===== src/rtl/write_request_queue_pkg.sv =====
// Register-file geometry shared by the write request queue, the write-decode
// stage and the register file, plus the default queue depth.
package write_request_queue_pkg;

  localparam int REG_ADDR_WIDTH = 3;
  localparam int REG_COUNT      = 8;
  localparam int REG_DATA_WIDTH = 32;
  localparam int QUEUE_DEPTH    = 4;

  typedef struct packed {
    logic [REG_ADDR_WIDTH-1:0] addr;
    logic [REG_DATA_WIDTH-1:0] data;
  } reg_write_t;

endpackage


===== src/rtl/write_request_queue_mem.sv =====
// Queue storage: DEPTH entries of {addr,data}, synchronous write, asynchronous
// read at the head pointer.
module write_queue_mem
  import write_request_queue_pkg::*;
#(
  parameter int DEPTH      = QUEUE_DEPTH,
  parameter int DATA_WIDTH = REG_DATA_WIDTH,
  parameter int ADDR_WIDTH = REG_ADDR_WIDTH,
  parameter int PTR_W      = $clog2(DEPTH)
) (
  input  logic                  clk,
  input  logic                  reset_n,
  input  logic                  wr_en,
  input  logic [PTR_W-1:0]      wr_ptr,
  input  logic [ADDR_WIDTH-1:0] wr_addr,
  input  logic [DATA_WIDTH-1:0] wr_data,
  input  logic [PTR_W-1:0]      rd_ptr,
  output logic [ADDR_WIDTH-1:0] rd_addr,
  output logic [DATA_WIDTH-1:0] rd_data
);

  localparam int ENTRY_W = ADDR_WIDTH + DATA_WIDTH;

  logic [DEPTH-1:0][ENTRY_W-1:0] mem_d;
  logic [DEPTH-1:0][ENTRY_W-1:0] mem_q;

  // Next storage contents: only the addressed entry changes on a write.
  always_comb begin
    mem_d = mem_q;
    if (wr_en) begin
      mem_d[wr_ptr] = {wr_addr, wr_data};
    end else begin
      mem_d = mem_q;
    end
  end

  // Storage is cleared on reset so the head reads zero until the first write.
  always_ff @(posedge clk) begin
    if (!reset_n) begin
      mem_q <= '0;
    end else begin
      mem_q <= mem_d;
    end
  end

  assign {rd_addr, rd_data} = mem_q[rd_ptr];

endmodule


===== src/rtl/write_request_queue.sv =====
// FIFO of register-file write requests: valid/ready on the producer side, one
// issue per cycle to the write-decode stage unless held or flushed.
module write_request_queue
  import write_request_queue_pkg::*;
#(
  parameter int DEPTH      = QUEUE_DEPTH,
  parameter int DATA_WIDTH = REG_DATA_WIDTH,
  parameter int ADDR_WIDTH = REG_ADDR_WIDTH,
  parameter int CNT_W      = $clog2(DEPTH + 1)
) (
  input  logic                  clk,
  input  logic                  reset_n,
  input  logic                  s_valid,
  output logic                  s_ready,
  input  logic [ADDR_WIDTH-1:0] s_addr,
  input  logic [DATA_WIDTH-1:0] s_data,
  input  logic                  hold,
  input  logic                  flush,
  output logic                  m_we,
  output logic [ADDR_WIDTH-1:0] m_addr,
  output logic [DATA_WIDTH-1:0] m_data,
  output logic [CNT_W-1:0]      count,
  output logic                  full,
  output logic                  empty
);

  localparam int PTR_W = $clog2(DEPTH);

  logic [PTR_W-1:0] wr_ptr_d, wr_ptr_q;
  logic [PTR_W-1:0] rd_ptr_d, rd_ptr_q;
  logic [CNT_W-1:0] count_d, count_q;
  logic             push_s;
  logic             pop_s;

  assign full    = (count_q == CNT_W'(DEPTH));
  assign empty   = (count_q == {CNT_W{1'b0}});
  assign count   = count_q;
  assign s_ready = !full;
  assign m_we    = !empty && !hold && !flush;

  // A flush swallows any push offered in the same cycle.
  assign push_s  = s_valid && s_ready && !flush;
  assign pop_s   = m_we;

  // Pointer and occupancy update; flush returns everything to the origin.
  always_comb begin
    wr_ptr_d = wr_ptr_q;
    rd_ptr_d = rd_ptr_q;
    count_d  = count_q;
    if (flush) begin
      wr_ptr_d = {PTR_W{1'b0}};
      rd_ptr_d = {PTR_W{1'b0}};
      count_d  = {CNT_W{1'b0}};
    end else begin
      wr_ptr_d = wr_ptr_q + PTR_W'(push_s);
      rd_ptr_d = rd_ptr_q + PTR_W'(pop_s);
      count_d  = count_q + CNT_W'(push_s) - CNT_W'(pop_s);
    end
  end

  // Queue control state; reset dominates flush.
  always_ff @(posedge clk) begin
    if (!reset_n) begin
      wr_ptr_q <= {PTR_W{1'b0}};
      rd_ptr_q <= {PTR_W{1'b0}};
      count_q  <= {CNT_W{1'b0}};
    end else begin
      wr_ptr_q <= wr_ptr_d;
      rd_ptr_q <= rd_ptr_d;
      count_q  <= count_d;
    end
  end

  write_queue_mem #(
    .DEPTH      (DEPTH),
    .DATA_WIDTH (DATA_WIDTH),
    .ADDR_WIDTH (ADDR_WIDTH),
    .PTR_W      (PTR_W)
  ) u_mem (
    .clk     (clk),
    .reset_n (reset_n),
    .wr_en   (push_s),
    .wr_ptr  (wr_ptr_q),
    .wr_addr (s_addr),
    .wr_data (s_data),
    .rd_ptr  (rd_ptr_q),
    .rd_addr (m_addr),
    .rd_data (m_data)
  );

endmodule


===== config.mk =====
export PLATFORM = sky130hd
export DESIGN_NAME = write_request_queue
export DESIGN_NICKNAME = d
export VERILOG_FILES = /design/src/rtl/write_request_queue_pkg.sv /design/src/rtl/write_request_queue_mem.sv /design/src/rtl/write_request_queue.sv
export SDC_FILE = /design/constraint.sdc
export NUM_CORES = 1
export LEC_CHECK = 0
export BUFFER_PORTS_ARGS = -buffer_cell sky130_fd_sc_hd__buf_2
export CAP_MARGIN = 20
export CORE_MARGIN = 4
export CORE_UTILIZATION = 35
export CTS_CLUSTER_DIAMETER = 40
export DETAILED_ROUTE_END_ITERATION = 10
export PLACE_DENSITY = 0.58
export SETUP_SLACK_MARGIN = 0.1
export SYNTH_ARGS = -nofsm -noshare
export SYNTH_HDL_FRONTEND = slang
export SYNTH_HIERARCHICAL = 1
export SYNTH_SLANG_ARGS = --single-unit

===== constraint.sdc =====
create_clock -name clk -period 5.6 [get_ports clk]
set_input_delay 0.56 -clock clk [delete_from_list [all_inputs] [get_ports clk]]
set_output_delay 0.56 -clock clk [all_outputs]
set_load 0.01 [all_outputs]

==> flow_summary.ini, run 1 <==
[setup_path]
cp_max_fo = 19
critPathCaptureType = output port
start_kind = flop
arrival_ps = 2380
crit_type = reg -> out
worstPathRequired_ps = 5040

[clock_network]
numClockSinks = 147
cts_setup_buffers = 0
clk_latency_ps = 420
clk_pin_slew_worst_paths_ps = 60
hold_buffers = 0
ctsLongestPathBuffers = 2
cts_resized = 0
cts_tree = built
htree_levels = 4
cts_made_buffers = 17
cts_root_buffer = clkbuf_16

[global_route]
grt_pass1_wl_microns = 23330
antenna_found_initial = 0
grt-ovfl-total = 0
grt_usage = 0.1469
grt_pass1_vias = 4541
grt_max_degree = 86

[placed_design]
io_buffers = 81
dp_hpwl_microns = 8903
postPlaceCellArea_sq_um = 6824
place_congestion = 0.6873
place_ws_ps = 3000

[yosys]
syn_nets = 615
synth-async-reset-ratio = 0
synthCells = 570
synth_area_leader_cell = dfxtp_1
ys_warn_count = 6
synth_top_cells_by_area = dfxtp_1 46%, mux2i_1 22%, nand2_1 10%
synth_enable_flop_cells = 0
avgSynthCellArea_sq_um = 11.22
synth_flop_cell = dfxtp_1
ys_types = 27
ys_seq_elements = 147
synth_seq_area_share = 0.4603
synth_area_sq_um = 6394
synth_top_area_frac = 0.4603

[detailed_routing]
drc = 0
highest_layer = met4
drt-total-wl_microns = 14230
ant_nets = 0
wl_met2_microns = 7047
num_vias = 4292
wl_met1_microns = 6388
dr.pass1.iters = 4
drtIter0Drc = 251
avgViaCountPerCell = 4.900
routedWlPerCell_microns = 16.24
met3WireLength_microns = 555

[timing]
finalClockSkew_ps = 5.060
rsz0062_at_grt = false
setup_ws_ps = 2664
setup_viol = 0
slew_viol_final = 0
final_hold_viol_count = 0
worst_hold_slack_ps = 454.2
relSlewSlack = 0.4578
final.min_clock_period_ps = 2936
fin_crit_sh = 0.5242
max_freq_ghz = 0.3406
worst_slew_pin_slew_ps = 813.3
finalSetupTns_ps = 0

[cells_and_area]
n_antenna_cell = 0
stdcell_area_sq_um = 7423
drive_gt1_frac = 0.2396
syn_to_final_growth_pct = 16.11
utilization = 0.4132
nNetsFinal = 680

[floorplan]
fp.dieW_microns = 143.2
fp.dieH_microns = 143.2
rows = 49
pin_count = 82
initial_core_util = 0.3559
fp.dieArea_sq_um = 20490
coreArea_sq_um = 17960

[power]
powerDensity_nw_per_um2 = 317.0
p_leak_nw = 3.569
irDropWorstVdd_mv = 0.1901

[min_path]
hold_class = reg -> reg

[flow_run]
cap_violations = 0

[status]
status = finished clean
-- final cells by class --
cell class / count / area, sq um
timing repair buffer: 89 / 467.9
clock inverter: 13 / 160.2
inverter: 4 / 15.01
fill: 1724 / 10540
clock buffer: 18 / 439.2
multi-input combinational: 376 / 3109
tap: 229 / 286.5
sequential: 147 / 2945
-- path summary, 6_finish.rpt --
path,slack [ps],endpoint,cells after the start,from
setup / recovery,2660,m_addr[2],3,rd_ptr_q[0]
setup reg to reg,3100,u_mem/mem_q[32],6,count[1]
hold / removal,450,u_mem/mem_q[124],2,u_mem/mem_q[124]
hold reg to reg,450,u_mem/mem_q[124],2,u_mem/mem_q[124]
-- cell usage after synthesis, types with 3 or more instances --
cell and n:
and2_1 4, buf_2 13, buf_4 10, buf_6 12, clkbuf_1 5, dfxtp_1 147
ha_1 4, inv_1 3, mux2i_1 140, mux4_1 6, mux4_2 29, nand2_1 175
nand3b_1 3, nor2_1 3
-- through the flow --
step | power, W | cells
5_1_grt | 0.002456 | 876
4_1_cts | 0.002395 | 876
3_5_place_dp | 0.001239 | 845
6_report | 0.002353 | 876
2_1_floorplan | 0.001189 | 570
3_3_place_gp | 0.001234 | 845
-- cell usage in the layout (no fill, tap or decap) --
cell type,n
mux4_2,29
mux4_1,6
nor3b_4,1
bufinv_16,3
clkbuf_16,17
mux2i_1,140
inv_2,1
nand2_1,175
nor2_1,3
ha_1,4
fa_1,1
clkinv_4,3
nand3_2,1
nor3b_1,1
nand3b_1,3
or3b_4,1
dfxtp_1,145
clkinv_2,4
dfxtp_2,2
buf_2,80
nor3_1,2
nand2b_1,1
nor2b_1,1
clkbuf_8,1
inv_6,1
clkinvlp_4,2
buf_4,9
xor3_1,1
xnor2_1,2
and2_1,4
inv_1,3
-- report_power, final --
group	internal, W	switching (W)
Sequential	0.00106	0.0000102
Combinational	0.0000595	0.0000801
Clock	0.000709	0.000431
Total	0.00183	0.000521
-- worst max-delay path, cell delays in order, from the launching register on --
cell,delay [ps]
dfxtp_2,730
buf_4,460
mux4_1,610
buf_2,160
-- routing by layer --
| layer | up-vias | GRT usage |
|---|---|---|
| met2 | 67 | 0.2431 |
| li1 | 2092 | - |
| met5 | - | 0 |
| met3 | 17 | 0.03751 |
| met4 | 0 | 0.06103 |
| met1 | 2116 | 0.1825 |
-- cells by family (layout without fill, tap and decap cells) --
group                      after synthesis  after routing  synth area share
adders and majority gates                5              5           0.01096
muxes                                  175            175            0.3460
xor gates and xnor gates                 3              3          0.006458
and+or+nand+nor                        193            193            0.1211
buffers and inverters                   47            124           0.05518
DFF                                    147            147            0.4603
-- sequential cells by signal, summed over array words and instances, names as in the netlist --
register	cells
u_mem/mem_q	140
wr_ptr_q	2
count	3
rd_ptr_q	2
Power figures use the tool's default switching activity.
==> run 2: changes to the inputs <==
--- a/config.mk
+++ b/config.mk
@@ -11,7 +11,7 @@
 export CORE_UTILIZATION = 35
 export CTS_CLUSTER_DIAMETER = 40
 export DETAILED_ROUTE_END_ITERATION = 10
-export PLACE_DENSITY = 0.58
+export PLACE_DENSITY = 0.6
 export SETUP_SLACK_MARGIN = 0.1
 export SYNTH_ARGS = -nofsm -noshare
 export SYNTH_HDL_FRONTEND = slang
==> constraint.sdc (replaced) <==
create_clock -name clk -period 2.7 [get_ports clk]
set_input_delay 0.27 -clock clk [delete_from_list [all_inputs] [get_ports clk]]
set_output_delay 0.27 -clock clk [all_outputs]
set_load 0.01 [all_outputs]
==> run 2 against run 1 <==
  * Die area is the same
  * Clock-buffer cell count grew 4
  * Clock power grew 100%
  * Highest routed layer unchanged
  * Worst hold slack lost 270 ps
  * Global-route usage shrank 0.49 points
  * Via count grew 0.79%
  * Cell count grew 0.46%
  * First-iteration DRC count grew 28%
  * Register-to-register slack lost 2500 ps
  * Critical path type is now reg -> reg
  * Flip-flop and latch count is the same
==> flow_summary.ini, run 2 (synthesis gave the netlist of run 1 again) <==
[status]
status = finished clean

[detailed_routing]
ant_nets = 0
drt-total-wl_microns = 14120
routedWlPerCell_microns = 16.04
dr.pass1.iters = 4
drc = 0
num_vias = 4326
drtIter0Drc = 322
avgViaCountPerCell = 4.916

[setup_path]
slowest_stage = nor3b_1
r2r_setup_slack_ps = 570
rr_worst_depth = 6
slowest_delay_ps = 500
critPathCaptureType = flop
cp_max_fo = 35
arrival_ps = 2460
crit_chain = or3b_4 > inv_2 > nor3b_1 > nor3b_4 > buf_12 > mux2i_1
r2r_start = count[2]
reg2reg_to = u_mem/mem_q[5]
start_kind = flop
crit_type = reg -> reg
worstPathRequired_ps = 3030

[global_route]
grt-ovfl-total = 0
grt_pass1_wl_microns = 22850
antenna_found_initial = 0
grt_usage = 0.1420
grt_max_degree = 75
grt_pass1_vias = 4533

[flow_run]
cap_violations = 0

[cells_and_area]
drive_gt1_frac = 0.2412
utilization = 0.4180
nNetsFinal = 684
nFillCells = 1733
final_common_cell = nand2_1
syn_to_final_growth_pct = 17.44
n_antenna_cell = 0
largest_register = u_mem/mem_q
largest_reg_flops = 140
final_cells = 880
most-common-layout-cells = 175 x nand2_1, 145 x dfxtp_1, 140 x mux2i_1

[timing]
rsz0062_at_grt = false
worst_slew_pin_slew_ps = 610.9
max_freq_ghz = 0.4702
slew_viol_final = 0
final_hold_viol_count = 0
finalSetupTns_ps = 0
fin_crit_sh = 0.7877
relSlewSlack = 0.5918
final.min_clock_period_ps = 2127
finalClockSkew_ps = 5.308
setup_viol = 0

[clock_network]
hold_buffers = 0
cts_setup_buffers = 0
ctsLongestPathBuffers = 2
cts_root_buffer = clkbuf_16
htree_levels = 4
clk_pin_slew_worst_paths_ps = 60
cts_made_buffers = 17
cts_tree = built
numClockSinks = 147
cts_resized = 0
clk_latency_ps = 410

[floorplan]
fp.dieW_microns = 143.2
initial_core_util = 0.3559
fp.dieArea_sq_um = 20490
rows = 49
pin_count = 82
coreArea_sq_um = 17960
fp.dieH_microns = 143.2

[placed_design]
dp_cells = 849
dp_hpwl_microns = 9090
io_buffers = 81
place_congestion = 0.7495

[power]
powerDensity_nw_per_um2 = 640.9
irDropWorstVdd_mv = 0.4858
p_leak_nw = 3.612

[min_path]
min_to = u_mem/mem_q[102]
whs_path_depth = 3
hold_class = in -> reg
hp-start = s_addr[0]
==> run 2: changes by cell type in the layout (fill, tap and decap cells not counted), moves of 2 or more <==
cell      delta
buf_12       +6
clkbuf_8     +2
buf_4        -2
clkbuf_1     +2
==> run 2: worst max-delay path by stage <==
stage / start / to / slack [ps] / cells past startpoint
final: count[2] / u_mem/mem_q[5] / 570 / 6
after global routing: count[1] / u_mem/mem_q[5] / 400 / 6
after CTS: count[1] / u_mem/mem_q[5] / 550 / 6
after detailed placement: count[1] / u_mem/mem_q[29] / 580 / 6
after global placement: count[1] / u_mem/mem_q[8] / 740 / 6
after floorplan: count[1] / count[2] / 580 / 8
==> run 2: layout make-up <==
| class | count | area, sq um | share of cell area |
|---|---|---|---|
| Inverter | 4 | 15.01 | 0.002000 |
| Clock inverter | 9 | 105.1 | 0.01400 |
| Clock buffer | 22 | 474.2 | 0.06316 |
| Sequential cell | 147 | 2945 | 0.3923 |
| Timing Repair Buffer | 93 | 573.1 | 0.07632 |
| Tap cell | 229 | 286.5 | 0.03816 |
| Multi-Input combinational cell | 376 | 3109 | 0.4141 |
==> run 2: power breakdown <==
group          total (W)  internal, W  switching [W]
Clock            0.00229      0.00142       0.000863
Combinational   0.000299     0.000130       0.000168
Sequential       0.00223      0.00221      0.0000198
Total            0.00481      0.00376        0.00105
==> run 2: per-stage QoR <==
step / setup WS [ps] / instance area (sq um) / total power [W] / hold WS (ps)
3_3_place_gp: 744.7 / 6929 / 0.002566 / 438.5
5_1_grt: 397.0 / 7508 / 0.005003 / 192.7
6_report: 573.1 / 7508 / 0.004812 / 181.6
4_1_cts: 553.3 / 7508 / 0.004880 / 168.5
3_5_place_dp: 583.5 / 6929 / 0.002577 / 447.3
2_1_floorplan: 575.4 / 6394 / 0.002466 / 430.4
==> run 2: layer usage <==
layer  vias to the layer above  track usage  part of all wire
met3                        19      0.03182             0.036
met5                         -            0                 0
met4                         0      0.05453             0.016
li1                       2104            -                 -
met2                        82       0.2344              0.49
met1                      2121       0.1816              0.46
==> run 2: critical path, delay by kind of cell (launching register included) <==
kind | cells | cell delay (ps)
muxes | 1 | 230
DFF | 1 | 340
buffers and inverters | 2 | 360
and+or+nand+nor | 3 | 1100
==> run 3: changes to the inputs <==
==> constraint.sdc (replaced) <==
create_clock -name clk -period 1.85 [get_ports clk]
set_input_delay 0.185 -clock clk [delete_from_list [all_inputs] [get_ports clk]]
set_output_delay 0.185 -clock clk [all_outputs]
set_load 0.01 [all_outputs]
==> run 3 against run 2 <==
  * Global-route usage rose by 1.6 points
  * Flip-flop and latch count unchanged
  * Cell count increased by 5.6%
  * Highest routed layer unchanged
  * Routed wire length up 19%
  * The flow now finishes with violations (setup timing)
  * Via count increased by 6.3%
  * Largest power group unchanged
  * Clock skew increased by 0.57 ps
==> flow_summary.ini, run 3 (synthesis gave the netlist of run 1 again) <==
[power]
p_leak_nw = 4.014
irDropWorstVdd_mv = 0.6172
power_w = 0.007192
powerDensity_nw_per_um2 = 837.4

[detailed_routing]
ant_nets = 0
num_vias = 4597
routedWlPerCell_microns = 18.01
drc = 0
dr.pass1.iters = 5
drt-total-wl_microns = 16730
drtIter0Drc = 354
avgViaCountPerCell = 4.948

[setup_path]
r2r_start = count[1]
reg2reg_to = count[1]
worstPathRequired_ps = 1660
crit_chain = buf_12 > clkbuf_16 > mux4_2 > buf_6
r2r_setup_slack_ps = -80
slowest_stage = mux4_2
arrival_ps = 1740
rr_worst_depth = 7
cp_max_fo = 5
start_kind = flop
slowest_delay_ps = 500
crit_type = reg -> out
critPathCaptureType = output port

[cells_and_area]
stdcell_area_sq_um = 8588
drive_gt1_frac = 0.3205
largest_register = u_mem/mem_q
most-common-layout-cells = 175 x nand2_1, 142 x dfxtp_1, 136 x mux2i_1
syn_to_final_growth_pct = 34.32
final_cells = 929
nNetsFinal = 731
final_common_cell = nand2_1
utilization = 0.4781
largest_reg_flops = 140

[placed_design]
place_congestion = 0.7328
dp_hpwl_microns = 9206
io_buffers = 81
postPlaceCellArea_sq_um = 7059
dp_cells = 856

[min_path]
hp-start = s_data[15]
whs_path_depth = 3
min_to = u_mem/mem_q[120]
hold_class = in -> reg

[flow_run]
cap_violations = 0

[global_route]
grt_max_degree = 106
grt-ovfl-total = 0
antenna_found_initial = 1
grt_pass1_wl_microns = 25100
grt_usage = 0.1579
grt_pass1_vias = 4838

[floorplan]
pin_count = 82
rows = 49
fp.dieW_microns = 143.2
fp.dieH_microns = 143.2
fp.dieArea_sq_um = 20490
initial_core_util = 0.3559
coreArea_sq_um = 17960

[clock_network]
cts_made_buffers = 17
clk_pin_slew_worst_paths_ps = 60
numClockSinks = 147
cts_root_buffer = clkbuf_16
htree_levels = 4
cts_tree = built
ctsLongestPathBuffers = 2
clk_latency_ps = 430
hold_buffers = 0

[timing]
slew_viol_final = 0
relSlewSlack = 0.6974
worst_hold_slack_ps = 75.81
setup_ws_ps = -78.52
max_freq_ghz = 0.5185
final.min_clock_period_ps = 1929
setup_viol = 24
rsz0062_at_grt = true
worst_slew_pin_slew_ps = 453.9
final_hold_viol_count = 0
fin_crit_sh = 1.042
finalClockSkew_ps = 5.882

[status]
violations = setup timing
status = finished, violations left
-- run 3: how the worst max path moves through the flow --
stage,startpoint,end,slack (ps),cells after the start
after global placement,count[2],count[1],-50,7
after global routing,count[0],count[2],-130,9
after CTS,count[1],count[1],-110,7
after floorplan,count[2],count[1],-70,7
after detailed placement,count[2],count[1],-150,7
final,rd_ptr_q[0],m_data[1],-80,4
-- run 3: cell type report --
type	count	area [sq um]
Antenna cell	1	2.502
Clock buffer	20	456.7
Clock inverter	12	123.9
Fill cell	1593	9375
Inverter	4	17.52
Multi-Input combinational cell	376	3148
Sequential cell	147	2959
Tap cell	229	286.5
Timing Repair Buffer	140	1594
-- run 3: layer usage --
layer  global-route usage  vias to the layer above  share of wire
met4              0.06103                        0          0.023
met5                    0                        -              0
met3              0.03952                       28          0.050
met1               0.2005                     2247           0.45
met2               0.2591                      120           0.47
li1                     -                     2202              -
-- run 3: per-stage QoR --
step	worst slack [ps]	setup TNS (ps)
2_1_floorplan	-65.26	-102.6
3_3_place_gp	-45.46	-64.01
3_5_place_dp	-145.1	-240.4
4_1_cts	-106.3	-2250
5_1_grt	-130.5	-7230
6_report	-78.52	-687.1
-- run 3: timing repair --
action / 4_1_cts / 5_1_grt
setup endpoints to repair: 92 / 179
pin swaps: 2 / 5
buffers inserted: 22 / 2
hold endpoints to repair: 0 / 0
cloned: 8 / 11
gates resized for setup: 65 / 23
-- run 3: critical path, delay by kind of cell, from the launching register on --
family	cells	cell delay, ps
mux	1	500
flops	1	410
buf+inv	3	400
-- run 3: report_power, final --
group / leakage [nW] / internal [W] / switching [W]
Clock: 0.272 / 0.00195 / 0.00141
Combinational: 2.55 / 0.000303 / 0.000285
Sequential: 1.19 / 0.00321 / 0.0000286
